### src/rtl/exp_add_pipe.sv
// Two-stage exponent adder for FP multiply/divide: S1 forms a+/-b and classifies
// operands, S2 applies the bias, saturates and flags. One global enable stalls both stages.
module exp_add_pipe #(
  parameter int EXP_W = 5,
  parameter int BIAS  = 15
) (
  input  logic             clk,
  input  logic             rst,
  input  logic             in_valid,
  output logic             in_ready,
  input  logic             mode,
  input  logic [EXP_W-1:0] a,
  input  logic [EXP_W-1:0] b,
  output logic             out_valid,
  input  logic             out_ready,
  output logic [EXP_W-1:0] c,
  output logic             ovf,
  output logic             unf,
  output logic             zero,
  output logic             special
);
  localparam int SW = EXP_W + 2;
  typedef logic signed [SW-1:0] sum_t;
  localparam sum_t BIAS_S = sum_t'(BIAS);
  localparam sum_t OVF_TH = sum_t'((1 << EXP_W) - 1);
  localparam sum_t ZERO_S = sum_t'(0);

  logic en;
  logic [2:1] vld_pipe_q;

  // S1 state
  sum_t s_q, s_d;
  logic a0_q, b0_q, a1_q, b1_q, mode_q;

  // S2 state
  logic [EXP_W-1:0] c_q, c_d;
  logic ovf_q, ovf_d, unf_q, unf_d, zero_q, zero_d, spec_q, spec_d;
  sum_t r_d;

  assign en        = out_ready | ~vld_pipe_q[2];
  assign in_ready  = en;
  assign out_valid = vld_pipe_q[2];
  assign c         = c_q;
  assign ovf       = ovf_q;
  assign unf       = unf_q;
  assign zero      = zero_q;
  assign special   = spec_q;

  // Zero-extended operands keep the sum exact; the extra sign bit covers a-b < 0.
  assign s_d = mode ? ({2'b00, a} - {2'b00, b}) : ({2'b00, a} + {2'b00, b});

  always_comb begin
    r_d    = mode_q ? (s_q + BIAS_S) : (s_q - BIAS_S);
    c_d    = r_d[EXP_W-1:0];
    ovf_d  = 1'b0;
    unf_d  = 1'b0;
    zero_d = 1'b0;
    spec_d = mode_q ? (a1_q | b0_q) : (a1_q | b1_q);
    if (spec_d) begin
      c_d = '1;
    end else if (mode_q ? a0_q : (a0_q | b0_q)) begin
      zero_d = 1'b1;
      c_d    = '0;
    end else if (r_d >= OVF_TH) begin
      ovf_d = 1'b1;
      c_d   = '1;
    end else if (r_d <= ZERO_S) begin
      unf_d = 1'b1;
      c_d   = '0;
    end
  end

  always_ff @(posedge clk) begin
    if (rst) begin
      vld_pipe_q <= '0;
      s_q        <= '0;
      a0_q       <= 1'b0;
      b0_q       <= 1'b0;
      a1_q       <= 1'b0;
      b1_q       <= 1'b0;
      mode_q     <= 1'b0;
      c_q        <= '0;
      ovf_q      <= 1'b0;
      unf_q      <= 1'b0;
      zero_q     <= 1'b0;
      spec_q     <= 1'b0;
    end else if (en) begin
      vld_pipe_q <= {vld_pipe_q[1], in_valid};
      s_q        <= s_d;
      a0_q       <= (a == '0);
      b0_q       <= (b == '0);
      a1_q       <= (a == '1);
      b1_q       <= (b == '1);
      mode_q     <= mode;
      c_q        <= c_d;
      ovf_q      <= ovf_d;
      unf_q      <= unf_d;
      zero_q     <= zero_d;
      spec_q     <= spec_d;
    end
  end
endmodule

### config.mk
export PLATFORM = sky130hd
export DESIGN_NAME = exp_add_pipe
export DESIGN_NICKNAME = d
export VERILOG_FILES = /design/src/rtl/exp_add_pipe.sv
export SDC_FILE = /design/constraint.sdc
export NUM_CORES = 1
export LEC_CHECK = 0
export BUFFER_PORTS_ARGS = -buffer_cell sky130_fd_sc_hd__buf_4
export CORE_MARGIN = 4
export CORE_UTILIZATION = 50
export CTS_BUF_LIST = sky130_fd_sc_hd__clkbuf_8
export DETAILED_ROUTE_END_ITERATION = 12
export PLACE_DENSITY = 0.72
export SLEW_MARGIN = 20
export SYNTH_ARGS = -nofsm -noshare
export SYNTH_HDL_FRONTEND = slang
export SYNTH_SLANG_ARGS = --single-unit
### constraint.sdc
create_clock -name clk -period 2.8 [get_ports clk]
set_input_delay 0.56 -clock clk [delete_from_list [all_inputs] [get_ports clk]]
set_output_delay 0.56 -clock clk [all_outputs]
set_load 0.02 [all_outputs]
# == After elaboration in Yosys (flattened, before gate mapping) ==
# Index checks and enable logic that the tools add are counted.
# W data, S select, Z words.
# word_totals
register_bits,23
in_bits,15
output_inout_bits,11
wordCells,44
# classes
addsub,4
magnitude_cmp,2
n_eq_ne,2
n_mux,17
bitwise,5
reduce_logical,2
# op_table
op,count
$mux W5,4
$mux W7,2
$mux W1,11
$eq A5 B5 Y1 const B,2
$logic_not A5 Y1,2
$add A7 B5 Y7 const B,1
$ge A7 B6 Y1 const B,1
$le A7 B1 Y1 const B,1
$sub A7 B5 Y7 const B,1
$add A5 B5 Y6,1
$sub A5 B5 Y6,1
$or A1 B1 Y1,4
$not A1 Y1,1

# == Longest topological paths before layout ==
# Gate-level depths: netlist of run 1.
# depth
word_depth,7
mapped_depth,9
depth_no_buf,9

# == Worst setup path after synthesis of run 1 ==
# Ideal clock, no wire load.
# synth_timing
kind,reg2reg
startpoint,register mode_q
endpoint,"register ovf_q, in the netlist ovf"
setup_time_ns,0.070
t_arrival_ns,2.146
t_required_ns,2.730
setup_slack_ns,0.584
path_stages_with_launch,9
n_path_buf,0
synth_period_minus_slack_ns,2.216
path_cell_list,dfxtp_1 > inv_1 > ha_1 > and3_2 > a211oi_1 > xnor2_1 > a41oi_1 > or3b_1 > a21oi_1
# synth_between
elab_chain_cells,5
word_cells_on_any_way,7
classes_between,1 x order compare; 6 x mux
# synth_rtl
item,line,rtl
from (decl),33,"logic a0_q, b0_q, a1_q, b1_q, mode_q;"
from (signal assigned),94,mode_q <= mode;
$mux W7,53,r_d = mode_q ? (s_q + BIAS_S) : (s_q - BIAS_S);
$ge A7 B6 Y1,64,end else if (r_d >= OVF_TH) begin
$mux W1,64,
$mux W1,61,end else if (mode_q ? a0_q : (a0_q | b0_q)) begin
$mux W1 (*),59,if (spec_d) begin
to (signal assigned),96,ovf_q <= ovf_d;
to (decl),37,"logic ovf_q, ovf_d, unf_q, unf_d, zero_q, zero_d, spec_q, spec_d;"
# Mark *: on every way between the ends. The rest lies on a longest branch, timed or not.
# A chain may end at the register's enable or synchronous reset.

# == Final worst setup path of run 1 ==
# Ends and elaborated chain as after synthesis.

==> flow_metrics.tcl, run 1 <==
set metrics [dict create \
    status "finished clean" \
    finalSetupTns_ns 0 \
    tritoncts "yes" \
    netlist_top_cells_area "dfxtp_1 (29%), ha_1 (13%), a21oi_1 (5.9%)" \
    irDropWorstVdd_uv 200.8 \
    die-height_um 64.75 \
    startpoint_type "flip-flop" \
    vias_per_cell 5.447 \
    pre_cts_slack_ns 0.3197 \
    area_growth_pct 15.77 \
    p_per_area_nw_per_um2 516.0 \
    stdcell_count 257 \
    worstPathRequired_ns 3.01 \
    ctsHoldBuffers 0 \
    r2r-end "ovf" \
    fin_hold_ws_ns 0.4561 \
    yosysWarnings 0 \
    ff2ff_path_depth 8 \
    syn_inst 188 \
    synth_commonest_cells "dfxtp_1 (23), a21oi_1 (19), ha_1 (17)" \
    arrival_ns 2.74 \
    finalSetupViolations 0 \
    root_buffer "clkbuf_8" \
    io_buffers 25 \
    dp_hpwl_um 2800 \
    clk_latency_ns 0.27 \
    ant_nets 0 \
    min-delay-start "vld_pipe_q[1]" \
    clock_skew_ns 0.0006643 \
    startpoint "mode_q" \
    fin_ws_ns 0.2739 \
    drc 0 \
    dr.pass1.iters 4 \
    yosys.area.top_type "dfxtp_1" \
    min_period_ns 2.526 \
    power_mw 0.9620 \
    syn_area_per_cell_sq_um 8.565 \
    clockBufferDepth 2 \
    nNetsFinal 249 \
    worstPathCellList "inv_1, ha_1, and3_2, a211oi_1, xnor2_1, a41oi_1, or3b_1, a21oi_1" \
    cts.htree.levels 1 \
    cp_max_fo 9 \
    min_to "vld_pipe_q[1]" \
    synth-edff-count 0 \
    initialDrtViolationCount 50 \
    grt_overflow 0 \
    dp_cells 253 \
    regToRegSetupSlack_ns 0.27 \
    grt_pass1_vias 1369 \
    min_path_cells 2 \
    cts_buffers 3 \
    wire_per_inst_um 13.60 \
    ys_ff_latch 23 \
    slowest_delay_ns 0.51 \
    place_congestion 0.8159 \
    hold_class "flip-flop to flip-flop" \
    grtUsageTotal_pct 18.28 \
    synthFlopType "dfxtp_1" \
    fmax_ghz 0.3959 \
    num_rows 20 \
    synthesis.nets 223 \
    drive_gt1_share_pct 16.90 \
    relSlewSlack_pct 66.64 \
    core-area_sq_um 3078 \
    fin_crit_sh_pct 90.22 \
    cts.sinks 23 \
    dr_total_vias 1400 \
    die_area_sq_um 4193 \
    cts_setup_buffers 0 \
    async_flop_share_pct 0 \
    syn_area_sq_um 1610 \
    rsz0062_at_grt "no" \
    antenna_found_initial 0 \
    grt_max_degree 25 \
    synth_seq_area_share_pct 28.59 \
    p_leak_nw 0.8180 \
    synth_top_area_share_pct 28.59 \
    initial_utilization_pct 52.32 \
    crit_buf_inv 1 \
    timing.rr.start "mode_q" \
    timing.max_cap.violations 0 \
    tightest_slew_ns 0.4958 \
    finalHoldViolCount 0 \
    io_pins 26 \
    path_clk_slew_ns 0.08 \
    path_delay_family "simple AND/OR/NAND/NOR gates" \
    die_w_um 64.75 \
    slew_viol_final 0 \
    insertedDiodeCount 0 \
    n_fill_cell 297 \
    crit_slowest_cell "dfxtp_1" \
    yosysUniqueCellTypes 40 \
    finalWirelength_um 3494 \
    critPathCaptureType "flip-flop" \
    crit_type "flip-flop to flip-flop" \
    synth_most_common_cell "dfxtp_1" \
    post_cts_resized 0 \
    grt_pass1_wl_um 6092 \
]
==> worst max path at each step <==
stage	to	slack, ns	cells after the start
floorplan	ovf	0.58	8
global placement	ovf	0.45	8
detailed placement	ovf	0.32	8
CTS	ovf	0.31	8
global route	ovf	0.21	8
finish	ovf	0.27	8
==> worst register-to-register path, delay by kind of cell (launching register included) <==
family                   cells  cell delay [ns]
flip-flops                   1             0.51
XOR/XNOR                     1             0.22
buffers and inverters        1             0.15
AND/OR/NAND/NOR              2             0.65
AO/OA/AOI/OAI                3             0.55
adder cells (fa/ha/maj)      1             0.39
==> metal layers <==
| metal | vias to the layer above | GRT usage (%) | routed length, um |
|---|---|---|---|
| li1 | 711 | - | - |
| met1 | 655 | 21.07 | 1455 |
| met2 | 29 | 33.72 | 1842 |
| met3 | 5 | 1.733 | 127 |
| met4 | 0 | 8.179 | 68 |
| met5 | - | 0 | 0 |
==> registers in the layout, summed over array words and instances, names as in the netlist <==
register	flops
s_q	7
ovf	1
zero	1
b1_q	1
a1_q	1
mode_q	1
c	5
vld_pipe_q	2
a0_q	1
b0_q	1
special	1
unf	1
==> power breakdown <==
part	leakage, nW	internal (mW)	total, mW	switching, mW
Combinational	0.603	0.165	0.358	0.193
Clock	0.0255	0.0997	0.214	0.114
Sequential	0.190	0.366	0.391	0.0244
Total	0.818	0.631	0.962	0.331
==> cells by family after synthesis <==
family | synth area share, %
AO/OA/AOI/OAI | 20.28
XOR/XNOR | 5.906
adder cells (fa/ha/maj) | 16.94
buffers and inverters | 6.138
flip-flops | 28.59
multiplexers | 0.6216
AND/OR/NAND/NOR | 21.52
==> metrics by stage <==
| stage | util, % | cell area, sq um |
|---|---|---|
| 6_report | 60.57 | 1864 |
| 5_1_grt | 60.57 | 1864 |
| 3_5_place_dp | 59.07 | 1818 |
| 4_1_cts | 60.57 | 1864 |
| 2_1_floorplan | - | 1610 |
| 3_3_place_gp | 59.07 | 1818 |
==> layout make-up <==
cell class	instances	area (sq um)	area share (%)
multi-input combinational	146	1051	56.38
sequential	23	460.4	24.70
timing repair buffer	27	202.7	10.87
tap	44	55.05	2.953
inverter	13	48.80	2.617
clock buffer	3	41.29	2.215
clock inverter	1	5.005	0.2685
==> placed cells by master, fill, tap and decap left out, drive strengths merged, types with 3 or more instances in the layout <==
| cell | count |
|---|---|
| ha | 17 |
| a21oi | 19 |
| clkbuf | 3 |
| o211ai | 5 |
| o21a | 3 |
| dfxtp | 23 |
| xnor2 | 10 |
| nor2b | 7 |
| fa | 3 |
| o21ai | 9 |
| nor3 | 5 |
| a21o | 4 |
| buf | 27 |
| nor2 | 14 |
| nand3b | 4 |
| inv | 12 |
| nand2 | 14 |
| a211oi | 5 |
| nand2b | 3 |
| nor3b | 4 |
(Power assumes the default switching activity.)
==> inputs of run 2 (changes only) <==
--- a/config.mk
+++ b/config.mk
@@ -5,12 +5,11 @@
 export SDC_FILE = /design/constraint.sdc
 export NUM_CORES = 1
 export LEC_CHECK = 0
-export BUFFER_PORTS_ARGS = -buffer_cell sky130_fd_sc_hd__buf_4
 export CORE_MARGIN = 4
 export CORE_UTILIZATION = 50
 export CTS_BUF_LIST = sky130_fd_sc_hd__clkbuf_8
 export DETAILED_ROUTE_END_ITERATION = 12
-export PLACE_DENSITY = 0.72
+export DONT_BUFFER_PORTS = 1
 export SLEW_MARGIN = 20
 export SYNTH_ARGS = -nofsm -noshare
 export SYNTH_HDL_FRONTEND = slang
==> run 2 against run 1 <==
Register-to-register slack better by 0.05 ns. Sequential share of layout area up 2.9 points. Clock skew up 0.0060 ns. Sequential power up 8.4%. Setup slack better by 0.049 ns. Critical path depth unchanged. Critical path type unchanged. Largest power group unchanged.
==> flow_metrics.tcl, run 2 (same netlist as run 1, synthesis figures left out) <==
set metrics [dict create \
    dr_total_vias 1285 \
    min-delay-start "rst" \
    cts_buffers 3 \
    die_w_um 64.75 \
    ff2ff_path_depth 8 \
    largest_reg_flops 7 \
    cp_max_fo 9 \
    fin_ws_ns 0.3226 \
    worstPathRequired_ns 3.00 \
    finalHoldViolCount 0 \
    cts_setup_buffers 0 \
    mostFrequentLayoutCells "dfxtp_1 (23), a21oi_1 (19), ha_1 (17)" \
    area_growth_pct 3.652 \
    arrival_ns 2.68 \
    p_per_area_nw_per_um2 528.4 \
    finalWirelength_um 3195 \
    place_congestion 0.8172 \
    dp_hpwl_um 2558 \
    fmax_ghz 0.4037 \
    finalSetupTns_ns 0 \
    timing.rr.start "mode_q" \
    ctsHoldBuffers 0 \
    io_buffers 0 \
    drive_gt1_share_pct 5.348 \
    regArea_sq_um 460.4 \
    clock_skew_ns 0.006653 \
    largest_register "s_q" \
    startpoint_type "flip-flop" \
    crit_buf_inv 1 \
    regToRegSetupSlack_ns 0.32 \
    hold_class "primary input to flip-flop" \
    root_buffer "clkbuf_8" \
    grt_max_degree 25 \
    grt_pass1_wl_um 5402 \
    relSlewSlack_pct 61.31 \
    tritoncts "yes" \
    ant_nets 0 \
    cts.htree.levels 1 \
    rsz0062_at_grt "no" \
    mostFrequentLayoutCell "dfxtp_1" \
    timing.max_cap.violations 0 \
    slew_viol_final 0 \
    status "finished clean" \
    clk_latency_ns 0.26 \
    path_delay_family "simple AND/OR/NAND/NOR gates" \
    vias_per_cell 5.563 \
    crit_slowest_cell "dfxtp_1" \
    clockBufferDepth 2 \
    critPathCaptureType "flip-flop" \
    grt_pass1_vias 1203 \
    p_leak_nw 0.6899 \
    pre_cts_slack_ns 0.3653 \
    antenna_found_initial 0 \
    initialDrtViolationCount 48 \
    initial_utilization_pct 52.32 \
    fin_crit_sh_pct 88.48 \
    slowest_delay_ns 0.52 \
    crit_type "flip-flop to flip-flop" \
    n_fill_cell 319 \
    core-area_sq_um 3078 \
    insertedDiodeCount 0 \
    min_period_ns 2.477 \
    die_area_sq_um 4193 \
    path_clk_slew_ns 0.08 \
    die-height_um 64.75 \
    post_cts_resized 0 \
    min_to "s_q[5]" \
    worstPathCellList "inv_1, ha_1, and3_2, a211oi_1, xnor2_1, a41oi_1, or3b_1, a21oi_1" \
    drc 0 \
    grt_overflow 0 \
    grtUsageTotal_pct 15.95 \
    multi_input_area_sq_um 1051 \
    min_path_cells 1 \
    io_pins 26 \
    finalSetupViolations 0 \
    cts.sinks 23 \
    wire_per_inst_um 13.83 \
    nNetsFinal 223 \
    r2r-end "ovf" \
    irDropWorstVdd_uv 194.9 \
    tightest_slew_ns 0.5767 \
    dr.pass1.iters 4 \
    num_rows 20 \
]
==> run 2: changes by cell type in the layout (fill, tap and decap cells not counted) <==
cell,delta
buf_4,-26
==> run 2: how the worst max path moves through the flow <==
stage / slack [ns] / to / from / depth (start not counted)
after floorplan: 0.58 / ovf / mode_q / 8
after global placement: 0.45 / ovf / mode_q / 8
after detailed placement: 0.37 / ovf / mode_q / 8
after CTS: 0.35 / ovf / mode_q / 8
after global routing: 0.17 / ovf / mode_q / 8
final: 0.32 / ovf / mode_q / 8
==> run 2: report_power, final <==
| part | total [mW] | internal (mW) | leakage, nW | switching (mW) |
|---|---|---|---|---|
| logic | 0.256 | 0.121 | 0.475 | 0.135 |
| clock network | 0.202 | 0.0991 | 0.0255 | 0.103 |
| registers | 0.424 | 0.366 | 0.190 | 0.0574 |
| total | 0.882 | 0.587 | 0.690 | 0.295 |
==> run 2: cell type report <==
cell class | instances | area share, %
Inverter | 13 | 2.924
Multi-Input combinational cell | 146 | 62.97
Timing Repair Buffer | 1 | 0.4498
Tap cell | 44 | 3.298
Sequential cell | 23 | 27.59
Clock inverter | 1 | 0.2999
Clock buffer | 3 | 2.474
==> run 2: per-stage QoR <==
| step | hold slack [ns] | std cells | power (mW) | utilization (%) | instance area [sq um] |
|---|---|---|---|---|---|
| finish | 0.3529 | 231 | 0.8820 | 54.23 | 1669 |
| global route | 0.3384 | 231 | 0.9402 | 54.23 | 1669 |
| CTS | 0.3506 | 231 | 0.8895 | 54.23 | 1669 |
| detailed placement | 0.4403 | 227 | 0.6880 | 52.72 | 1623 |
| global placement | 0.4360 | 227 | 0.6800 | 52.72 | 1623 |
| floorplan | 0.4246 | 188 | 0.6450 | - | 1610 |
==> run 2: routing by layer <==
metal | track usage, % | wire (um) | vias up
met5 | 0 | 0 | -
met4 | 3.958 | 29 | 0
met3 | 3.986 | 151 | 4
met2 | 26.69 | 1517 | 25
met1 | 20.40 | 1496 | 597
li1 | - | - | 659
==> run 2: worst reg2reg max path: stages, from the launching register on <==
cell and delay, ns:
dfxtp_1 0.52, inv_1 0.15, ha_1 0.39, and3_2 0.24
a211oi_1 0.30, xnor2_1 0.21, a41oi_1 0.08, or3b_1 0.39
a21oi_1 0.14
==> inputs of run 3 (changes only) <==
==> constraint.sdc (replaced) <==
create_clock -name clk -period 2.8 [get_ports clk]
set_input_delay 0 -clock clk [delete_from_list [all_inputs] [get_ports clk]]
set_output_delay 0 -clock clk [all_outputs]
set_load 0.02 [all_outputs]
==> run 3 against run 2 <==
Via count increased by 4.8%. Clock power about the same. Final cell count grew 5.2%. Flip-flop and latch count did not move.
==> flow_metrics.tcl, run 3 (same netlist as run 1, synthesis figures left out) <==
set metrics [dict create \
    dp_cells 227 \
    fin_hold_ws_ns 0.02417 \
    finalHoldViolCount 0 \
    regToRegSetupSlack_ns 0.36 \
    tritoncts "yes" \
    fin_crit_sh_pct 87.10 \
    insertedDiodeCount 0 \
    path_clk_slew_ns 0.08 \
    nNetsFinal 235 \
    largest_reg_flops 7 \
    die_w_um 64.75 \
    p_per_area_nw_per_um2 503.1 \
    mostFrequentLayoutCells "dfxtp_1 (23), a21oi_1 (19), ha_1 (17)" \
    initial_utilization_pct 52.32 \
    relSlewSlack_pct 47.13 \
    busiest_layer "met2" \
    hold_class "primary input to flip-flop" \
    ant_nets 0 \
    dr.pass1.iters 4 \
    cts.htree.levels 1 \
    post_cts_resized 0 \
    p_leak_nw 0.7365 \
    finalSetupViolations 0 \
    fin_ws_ns 0.3611 \
    timing.max_cap.violations 0 \
    drive_gt1_share_pct 5.025 \
    use_met2_pct 30.65 \
    worstPathRequired_ns 2.99 \
    grtUsageTotal_pct 17.48 \
    area_growth_pct 11.11 \
    num_rows 20 \
    status "finished clean" \
    finalWirelength_um 3516 \
    cts_buffers 3 \
    grt_pass1_wl_um 5865 \
    fmax_ghz 0.4100 \
    pre_cts_slack_ns 0.3923 \
    cts.sinks 23 \
    core-area_sq_um 3078 \
    dr_total_vias 1347 \
    cp_max_fo 9 \
    grtUsageMet1_pct 21.25 \
    rsz0062_at_grt "no" \
    tightest_slew_ns 0.7904 \
    finalSetupTns_ns 0 \
    irDropWorstVdd_uv 250.6 \
    grt_overflow 0 \
    fin_util_pct 58.13 \
    io_buffers 0 \
    clk_latency_ns 0.26 \
    mostFrequentLayoutCell "dfxtp_1" \
    startpoint_type "flip-flop" \
    grt_pass1_vias 1310 \
    io_pins 26 \
    place_congestion 0.8188 \
    stdcell_count 243 \
    largest_register "s_q" \
    antenna_found_initial 0 \
    die_area_sq_um 4193 \
    crit_type "flip-flop to flip-flop" \
    clockBufferDepth 2 \
    critPathCaptureType "flip-flop" \
    root_buffer "clkbuf_8" \
    arrival_ns 2.62 \
    clock_skew_ns 0.008289 \
    vias_per_cell 5.543 \
    dp_hpwl_um 2616 \
    die-height_um 64.75 \
    met3_usage_pct 4.679 \
    grt_max_degree 24 \
    min_period_ns 2.439 \
    drc 0 \
    initialDrtViolationCount 86 \
    wire_per_inst_um 14.47 \
    slew_viol_final 0 \
]
-- run 3: power by group --
| part | internal, mW | leakage (nW) | switching, mW | total (mW) |
|---|---|---|---|---|
| sequential | 0.367 | 0.190 | 0.0576 | 0.424 |
| combinational | 0.132 | 0.521 | 0.145 | 0.277 |
| clock | 0.0989 | 0.0255 | 0.0998 | 0.199 |
-- run 3: path summary, 6_finish.rpt --
kind,start,endpoint,depth (start not counted)
worst max-delay path,mode_q,ovf,8
worst min-delay path,b[2],b1_q,3
worst max register to register,mode_q,ovf,8
worst min register to register,vld_pipe_q[1],vld_pipe_q[1],2
-- run 3: metal layers --
| metal | vias up | wire [um] |
|---|---|---|
| met5 | - | 0 |
| met4 | 0 | 29 |
| met3 | 4 | 219 |
| met2 | 31 | 1770 |
| met1 | 626 | 1498 |
| li1 | 686 | - |
-- run 3: layout make-up --
| class | count | area, sq um |
|---|---|---|
| clock buffer | 3 | 41.29 |
| tap | 44 | 55.05 |
| fill | 301 | 1289 |
| multi-input combinational | 146 | 1051 |
| timing repair buffer | 13 | 127.6 |
| sequential | 23 | 460.4 |
| inverter | 13 | 48.80 |
| clock inverter | 1 | 5.005 |
-- run 3: worst max-delay path, cell delays in order (launching register included) --
cell	delay, ns
dfxtp_1	0.51
inv_1	0.15
ha_1	0.39
and3_2	0.24
a211oi_1	0.27
xnor2_1	0.20
a41oi_1	0.09
or3b_1	0.39
a21oi_1	0.14
-- run 3: stage by stage --
stage	cell area (sq um)	total power, mW
3_5_place_dp	1623	0.6903
5_1_grt	1789	0.9616
4_1_cts	1789	0.9065
2_1_floorplan	1610	0.6450
6_report	1789	0.9001
3_3_place_gp	1623	0.6800
-- run 3: timing repair --
item                                   in CTS  in global routing
endpoints found under the hold margin      23                  0
hold buffers                               12                  0
buffers inserted                            0                  0
